**src/rtl/pipe_reg_chain.sv**
```systemverilog
// DEPTH-stage elastic pipeline register with valid/ready handshake,
// bubble collapsing, synchronous flush and occupancy count.
module pipe_reg_chain #(
  parameter int unsigned    DW      = 32,
  parameter int unsigned    DEPTH   = 1,
  parameter logic [DW-1:0]  RST_VAL = {DW{1'b0}},
  parameter int unsigned    CW      = $clog2(DEPTH + 1)
) (
  input  logic          clk,
  input  logic          rst_n,
  input  logic          flush_i,
  input  logic          in_valid_i,
  output logic          in_ready_o,
  input  logic [DW-1:0] in_data_i,
  output logic          out_valid_o,
  input  logic          out_ready_i,
  output logic [DW-1:0] out_data_o,
  output logic [CW-1:0] count_o
);

  logic [DEPTH-1:0] v_q;
  logic [DW-1:0]    d_q [DEPTH];
  logic [DEPTH-1:0] acc;
  logic [DEPTH-1:0] mv;
  logic [CW-1:0]    count_q;
  logic             in_xfer;
  logic             out_xfer;

  // Ready chain from the output side back to stage 0; an empty stage always accepts.
  always_comb begin : ready_chain
    logic down_acc;
    acc      = '0;
    mv       = '0;
    down_acc = out_ready_i;
    for (int i = int'(DEPTH) - 1; i >= 0; i--) begin
      mv[i]    = v_q[i] & down_acc;
      acc[i]   = ~v_q[i] | mv[i];
      down_acc = acc[i];
    end
  end

  assign in_ready_o  = acc[0] & ~flush_i;
  assign out_valid_o = v_q[DEPTH-1] & ~flush_i;
  assign out_data_o  = d_q[DEPTH-1];
  assign count_o     = count_q;

  assign in_xfer  = in_valid_i & in_ready_o;
  assign out_xfer = out_valid_o & out_ready_i;

  // Stage state; data registers only load when a valid entry arrives.
  always_ff @(posedge clk) begin
    if (!rst_n) begin
      v_q     <= '0;
      count_q <= '0;
      for (int i = 0; i < int'(DEPTH); i++) begin
        d_q[i] <= RST_VAL;
      end
    end else if (flush_i) begin
      v_q     <= '0;
      count_q <= '0;
    end else begin
      if (acc[0]) begin
        v_q[0] <= in_valid_i;
        if (in_valid_i) begin
          d_q[0] <= in_data_i;
        end
      end
      for (int i = 1; i < int'(DEPTH); i++) begin
        if (acc[i]) begin
          v_q[i] <= v_q[i-1];
          if (v_q[i-1]) begin
            d_q[i] <= d_q[i-1];
          end
        end
      end
      unique case ({in_xfer, out_xfer})
        2'b10:   count_q <= count_q + CW'(1);
        2'b01:   count_q <= count_q - CW'(1);
        default: count_q <= count_q;
      endcase
    end
  end

`ifndef DISABLE_SV_ASSERTION
  a_ctrl_known: assert property (@(posedge clk) disable iff (!rst_n)
    !$isunknown({in_valid_i, out_ready_i, flush_i}));

  a_count_matches_valid: assert property (@(posedge clk) disable iff (!rst_n)
    count_q == CW'($countones(v_q)));
`endif

endmodule

```
**config.mk**
```make
export PLATFORM = sky130hd
export DESIGN_NAME = pipe_reg_chain
export DESIGN_NICKNAME = d
export VERILOG_FILES = /design/src/rtl/pipe_reg_chain.sv
export SDC_FILE = /design/constraint.sdc
export NUM_CORES = 1
export LEC_CHECK = 0
export ABC_AREA = 1
export CAP_MARGIN = 5
export CORE_MARGIN = 1.5
export CORE_UTILIZATION = 36
export DETAILED_ROUTE_END_ITERATION = 16
export GPL_TIMING_DRIVEN = 0
export HOLD_SLACK_MARGIN = 0.05
export PLACE_DENSITY = 0.8
export REMOVE_ABC_BUFFERS = 1
export SYNTH_ARGS = -nofsm -noshare
export SYNTH_HDL_FRONTEND = slang
export SYNTH_SLANG_ARGS = --single-unit
```
**constraint.sdc**
```tcl
create_clock -name clk -period 4.17 [get_ports clk]
set_clock_uncertainty 0.1 [all_clocks]
set_input_delay 1.0425 -clock clk [delete_from_list [all_inputs] [get_ports clk]]
set_output_delay 1.0425 -clock clk [all_outputs]
set_load 0.01 [all_outputs]
```
==> summary.md, run 1 <==
| Metric | Value |
|---|---|
| Clk_lat worst skew | 0.28 ns |
| Wl on met1 | 970 um |
| # fillers | 298 |
| CP Capture Type | output pin |
| Worst slack, placed | 0.7069 ns |
| Worst EP required | 3.03 ns |
| Layout area overhead | 62.53% |
| Status | completed |
| TritonRoute pass-1 iters | 4 |
| Area of the core | 3771 um^2 |
| Worst slew margin | 62.75% |
| Worst path slowest cell | clkdlybuf4s50_1 |
| Tcrit/Tclk final | 83.16% |
| Min Tclk post-route | 3.468 ns |
| Largest net degree at the start of global routing | 33 |
| Worst-path fanout max | 4 |
| Crit path DAT | 2.33 ns |
| Count of nets left with antenna violations after detail routing | 0 |
| CTS sink cnt | 34 |
| Startpoint type of the worst setup path | input pin |
| Post-CTS sizing | 0 |
| Synth Instances | 122 |
| Post-DP Area | 2228 um^2 |
| I/O Buffers | 71 |
| Worst-margin pin slew | 0.5588 ns |
| Top sig layer | met4 |
| Die Footprint | 4425 um^2 |
| Worst setup margin | 0.7022 ns |
| Via Count | 999 |
| Starting DRT DRC Count | 62 |
| Vias in the first global route | 972 |
| Achievable Freq | 288.4 MHz |
| Drt via density | 4.045 |
| Met2 routed WL | 1.226 mm |
| Endpoints failing setup | 0 |
| CTS H-tree lvls | 2 |
| Proportion of layout cells with a drive suffix above 1 | 21.61% |
| Crit Path Class | in2out |
| WL final | 2.530 mm |
| Yosys reg bits | 34 |
| Most common cell after layout, fill and taps aside | clkdlybuf4s50_1 |
| Starting density of the core | 38.52% |
| Clock tree buffer depth | 2 |
| Initial antenna violation count | 0 |
| Area leader, netlist | edfxtp_1 |
| Syn avg cell area | 11.91 um^2 |
| Post-CTS Hold Fix Bufs | 0 |
| Max Cap Viol | 0 |
| Die X | 66.52 um |
| WL met3 | 310 um |
| Final net count | 235 |
| DRC | 0 |
| Cell Rows | 22 |
| Area of the multi-input gates | 282.8 um^2 |
| Grt ovf | 0 |
| Critical Path Max Stage Delay | 0.54 ns |
| Cell variety after synth | 13 |
| Leak | 1.009 nW |
| Power Dens Cells | 367.3 nW/um^2 |
| Post-DP HPWL | 1.918 mm |
| Root Driver | clkbuf_8 |
| Worst vdd ir | 202.6 uV |
| Hold Crit Class | reg2reg |
| Unrepaired setup endpoints after global routing | false |
| Leading cell types in the layout, fill and taps excluded | clkdlybuf4s50_1 (71), inv_1 (38), edfxtp_1 (32), nor2_2 (30), nor2_1 (6) |
| Syn. warnings | 0 |
| Fin area | 2361 um^2 |
| Gr usage total | 13.16% |
| Mapped Area | 1453 um^2 |
| Num CTS Buffers | 5 |
| Die H | 66.52 um |
| Average routed wire per standard cell | 10.24 um |
| Synth top area cells | edfxtp_1 (66%), nor2_2 (13%), inv_1 (9.8%) |
| Antenna diode count | 0 |
| Post-CTS Setup Inserts | 0 |
| CTS tree | yes |
| Reg area | 1001 um^2 |
| Sequential fraction of the synthesis area | 68.91% |
| Max-slew violation count | 0 |
| CP Cell Sequence | clkdlybuf4s50_1 -> inv_1 -> nand2_2 -> nand2_2 -> inv_2 -> clkdlybuf4s50_1 |
| First-pass GRT wire length | 4.236 mm |
| I/O pin count | 72 |
| Top cell type's share of synthesized area | 66.15% |
| Fin. Hold Viols | 0 |
| CTS clk-pin slew, worst paths | 0.07 ns |
| Overall power | 867.2 uW |
| GPL Wtd Cong | 0.7017 |
==> power by group <==
group | total, mW | switching [mW] | internal [mW]
clock network | 0.348 | 0.111 | 0.236
registers | 0.399 | 0.00502 | 0.394
logic | 0.121 | 0.0488 | 0.0717
==> stage by stage <==
step                      hold slack, ns  utilization (%)  std cells  TNS, ns
final                             0.4286            62.61        247        0
after global routing              0.4462            62.61        247        0
after CTS                         0.4212            62.61        247        0
after detailed placement          0.3971            59.09        239        0
after global placement            0.4086            58.06        238   -41.47
after floorplan                   0.3904                -        119        0
==> state kept, by name (all words and copies together), names as in the netlist <==
register  cells
count_o       1
d_q          32
v_q           1
==> Yosys cell counts <==
master,count
nand2_2,2
dfxtp_1,2
a21oi_1,2
inv_2,1
o21ai_0,1
nand3_4,1
nand2_1,3
inv_1,38
edfxtp_1,32
nand3_1,1
nor2_2,30
buf_6,3
nor2_1,6
==> final cells by class <==
type                       instances  area share [%]
sequential                        34           42.40
timing repair buffer              72           31.27
multi-input combinational         46           11.98
inverter                          39           6.200
clock buffer                       5           2.915
clock inverter                     3           2.703
tap                               48           2.544
==> worst max-delay path: cells and delay by family <==
family        cells  cell delay (ns)
buf+inv           4             1.14
simple gates      2             0.14
==> cells by family after synthesis <==
logic type	synth area share, %
compound gates	1.033
buf+inv	12.40
flops	68.91
simple gates	17.66
==> metal layers <==
layer	track usage [%]	up-vias
li1	-	516
met1	13.96	430
met2	21.75	49
met3	7.601	4
met4	4.592	0
met5	0	-
==> final timing paths <==
| kind | endpoint | cells past startpoint | startpoint | slack, ns |
|---|---|---|---|---|
| worst max register to register | d_q[0][14]$_SDFFCE_PN0P_ | 5 | v_q$_SDFFE_PP0P_ | 2.60 |
| worst max-delay path | in_ready_o | 6 | out_ready_i | 0.70 |
| worst min-delay path | count_o$_SDFFE_PP0P_ | 2 | count_o$_SDFFE_PP0P_ | 0.43 |
| worst min register to register | count_o$_SDFFE_PP0P_ | 2 | count_o$_SDFFE_PP0P_ | 0.43 |
Note: power is estimated with default switching activity, not from simulation.
==> run 2, diff against run 1 <==
==> constraint.sdc (replaced) <==
create_clock -name clk -period 2.87 [get_ports clk]
set_clock_uncertainty 0.1 [all_clocks]
set_input_delay 0.7175 -clock clk [delete_from_list [all_inputs] [get_ports clk]]
set_output_delay 0.7175 -clock clk [all_outputs]
set_load 0.01 [all_outputs]
==> results of run 2 <==
Same layout as run 1 (identical final DEF). Status: completed.
Among the figures that moved: setup slack after placement 0.7069 ns -> 0.05687 ns; setup slack after layout 0.7022 ns -> 0.05219 ns; register-to-register setup slack 2.60 ns -> 1.30 ns; total power 0.8672 mW -> 1.260 mW; worst IR drop on VDD 202.6 uV -> 294.3 uV
==> variant 1, RTL diff (flow settings as in run 2) <==
`DW`: 32 -> 24.
--- a/src/rtl/pipe_reg_chain.sv
+++ b/src/rtl/pipe_reg_chain.sv
@@ -3,3 +3,3 @@
 module pipe_reg_chain #(
-  parameter int unsigned    DW      = 32,
+  parameter int unsigned    DW      = 24,
   parameter int unsigned    DEPTH   = 1,
Ports: changed (resized in_data_i and out_data_o); port bits go from 72 to 56. No check against the original RTL was run, so the function may have changed too.
==> variant 1 against run 2 <==
Maximum frequency rose by 0.44%; synthesized cell count fell by 20%; total power fell by 35%; cell area fell by 25%; non-clock buffer count fell by 16; area after synthesis fell by 23%; sequential cell count fell by 8; die area fell by 22%; wire length fell by 14%; hold slack improved by 0.033 ns; via count fell by 21%; critical path depth did not move; worst setup slack improved by 0.012 ns; critical path type unchanged.
==> variant 1: results <==
place:
  placedCellCount: 184
  port_buffers: 55
  hpwl_microns: 1710
  place_area_sq_um: 1710
  gp_congestion: 0.689
  place_ws_ns: 0.0605
yosys:
  synthDistinctLibCells: 13
  ys.warnings.count: 0
  synth_cells: 97
  synth_edf_count: 24
  synth_area_leaders: "edfxtp_1, nor2_2, inv_1, dfxtp_1, nor2_1"
  ys_seq_area_frac: 0.680
  synth_commonest_cells: "inv_1, edfxtp_1, nor2_2"
power:
  switchingPower_uw: 165
  p_leak_uw: 0.000760
  power_frac_seq: 0.539
  power_frac_comb: 0.165
  power_uw: 822
  irDropWorstVdd_mv: 0.181
final_layout:
  drive_gt1_frac: 0.194
  nFillCells: 258
  diodes: 0
  multi_input_area_sq_um: 220
  largest_register_ffs: 24
  layout.nets: 185
clock_network:
  root_buffer: "clkbuf_4"
  cts_made_buffers: 3
  cts_resized: 0
  path_clk_slew_ns: 0.14
  clk_latency_ns: 0.31
  htreeDepth: 1
timing:
  tightest_slew_ns: 0.552
  fin_hold_ws_ns: 0.461
  fin_crit_ns: 2.81
setup_path:
  r2r_end: "d_q[0][15]"
  r2r_cells: 4
  endpoint: "in_ready_o"
  critPathMaxFanout: 4
  crit_start: "out_ready_i"
  r2r-start: "v_q"
  slowest_stage: "clkdlybuf4s50_1"
  r2r_setup_slack_ns: 1.25
min_path:
  min_path_type: "reg -> reg"
  holdCritStartpoint: "v_q"
  min_path_cells: 2
  whs_endpoint: "v_q"
run:
  maxCapViolations: 0
route:
  wl_per_cell_microns: 11.5
  via_count: 787
  firstDrtPassIters: 2
  drt_iter0_drc: 15
  vias_per_cell: 4.19
global_routing:
  grt_max_degree: 25
  grt_pass1_wl_microns: 3170
  track_usage: 0.123
  antenna_found_initial: 0
  grt_pass1_vias: 769
run_status:
  outcome: "completed"
[variant 1: worst max-delay path: cells and delay by family]
kind / cells / cell delay (ns)
buf+inv: 4 / 1.14
simple gates: 2 / 0.14
[variant 1: cell type report]
type / instances / area share
inverter: 31 / 0.0676
tap: 33 / 0.0235
multi-input combinational: 38 / 0.125
sequential: 26 / 0.432
timing repair buffer: 56 / 0.321
clock buffer: 3 / 0.0128
clock inverter: 1 / 0.0171
[variant 1: cell families (layout without fill, tap and decap cells)]
kind of cell | Yosys count | in the layout | share of synthesized area
and+or+nand+nor | 35 | 35 | 0.180
buffers and inverters | 33 | 91 | 0.126
DFF | 26 | 26 | 0.680
AOI/OAI and AO/OA | 3 | 3 | 0.0134
[variant 1: layer usage]
metal  vias to the layer above  part of all wire  GRT usage
met5                         -                 0          0
met4                         0            0.0037     0.0390
met3                         2             0.084     0.0286
met2                        35              0.53      0.225
met1                       344              0.38      0.140
li1                        406                 -          -
==> variant 2, RTL diff (settings of run 2) <==
Without the edit above. Reset style: asynchronous (`rst_n`), changed in one clocked block.
--- a/src/rtl/pipe_reg_chain.sv
+++ b/src/rtl/pipe_reg_chain.sv
@@ -50,3 +50,3 @@
   // Stage state; data registers only load when a valid entry arrives.
-  always_ff @(posedge clk) begin
+  always_ff @(posedge clk or negedge rst_n) begin
     if (!rst_n) begin
Function: differs if rst_n is asserted again (counterexample within 4 cycles, from zero or initial values and one cycle with rst_n low); with rst_n held inactive, the same outputs for 10 cycles.
==> variant 2 against run 2 <==
Critical path depth stayed put; area after synthesis down 1.8%; clock power shrank 34%; worst setup slack gained 0.39 ns; wire length is 32% higher; hold slack lost 0.060 ns; critical endpoint is now out_data_o[8]; sequential power about the same; cell area fell by 6.5%; sequential cell count unchanged; largest cell class unchanged; total power shrank 1.9%.
==> variant 2: results <==
yosys:
  synth_area_leaders: "dfrtp_1, nand2_1, nand3_1, buf_6, buf_4"
  synth_commonest_cells: "nand2_1, nand3_1, dfrtp_1"
  ys.warnings.count: 0
  synthDistinctLibCells: 14
  ys_seq_area_frac: 0.596
  ys_async_sr_fraction: 1.00
clock_network:
  htreeDepth: 2
  post_cts_buffers: 0
  clk_latency_ns: 0.27
  cts_made_buffers: 5
  clock_path_buffers: 2
  cts_resized: 0
  path_clk_slew_ns: 0.06
global_routing:
  overflow: 0
  antenna_found_initial: 0
  grt_pass1_vias: 1231
  track_usage: 0.161
  grt_max_degree: 36
  grt_pass1_wl_microns: 5390
final_layout:
  drive_gt1_frac: 0.0489
  largest_register_ffs: 32
  diodes: 0
  layout.nets: 263
min_path:
  min_path_cells: 2
  min_path_type: "reg -> reg"
setup_path:
  crit_type: "in -> reg"
  r2r_setup_slack_ns: 1.24
  slowest_delay_ns: 0.64
  r2r_cells: 4
  critPathMaxFanout: 34
  arrival_ns: 2.49
  crit_start: "in_valid_i"
  slowest_stage: "nor2_4"
  r2r-start: "v_q"
  r2r_end: "out_data_o[8]"
route:
  firstDrtPassIters: 4
  drc: 0
  drt_iter0_drc: 61
  via_count: 1286
  routed_wirelength_microns: 3350
place:
  gp_congestion: 0.675
  hpwl_microns: 2180
timing:
  tightest_slew_ns: 0.840
run_status:
  outcome: "completed"
run:
  maxCapViolations: 0
power:
  irDropWorstVdd_mv: 0.326
  p_leak_uw: 0.00108
-- variant 2: cell types whose count changed after synthesis, moves of 4 or more --
cell,before,now
dfrtp_1,0,34
nand3_1,1,35
inv_1,38,3
nor2_1,6,2
nand2_1,3,68
nor2_2,30,0
edfxtp_1,32,0
-- variant 2: layout make-up --
type / instances / area (sq um)
multi-input combinational: 110 / 489
timing repair buffer: 71 / 711
sequential: 34 / 851
fill: 348 / 1540
clock buffer: 6 / 82.6
inverter: 4 / 15.0
tap: 48 / 60.1
-- variant 2: worst max-delay path: cells and delay by family --
family / cells / cell delay, ns
buf+inv: 2 / 0.53
simple gates: 4 / 1.23
-- variant 2: power breakdown --
group	internal, uW	leakage, uW	switching [uW]	total [uW]
Combinational	186	0.000616	135	321
Sequential	546	0.000421	36.1	582
Clock	185	0.0000431	149	334
Total	916	0.00108	320	1240
-- variant 2: worst min-delay path by stage --
| stage | from | endpoint | slack, ns |
|---|---|---|---|
| detailed placement | out_data_o[27] | out_data_o[27] | 0.36 |
| global placement | out_data_o[19] | out_data_o[19] | 0.35 |
| floorplan | rst_n | count_o | 0.32 |
| CTS | out_data_o[27] | out_data_o[27] | 0.37 |
| global route | out_data_o[10] | out_data_o[10] | 0.39 |
| finish | out_data_o[30] | out_data_o[30] | 0.37 |
-- variant 2: metrics by stage --
stage	instances	area [sq um]	hold slack [ns]	setup WS [ns]
final	273	2210	0.368	0.444
after global routing	273	2210	0.385	0.259
after CTS	273	2200	0.374	0.0641
after detailed placement	267	2120	0.358	0.0287
after global placement	267	2130	0.353	0.0568
after floorplan	148	1360	0.322	1.04
-- variant 2: cell families after synthesis --
family,Yosys count,share of synthesized area
buffers and inverters,13,0.0605
AO/OA/AOI/OAI,2,0.00789
AND/OR/NAND/NOR,108,0.335
flip-flops,34,0.596
-- variant 2: layer usage --
layer | global-route usage | part of all wire | wire length [microns]
met5 | 0 | 0 | 0
met4 | 0.0459 | 0.0045 | 15
met3 | 0.0545 | 0.063 | 212
met2 | 0.280 | 0.51 | 1710
met1 | 0.189 | 0.42 | 1410
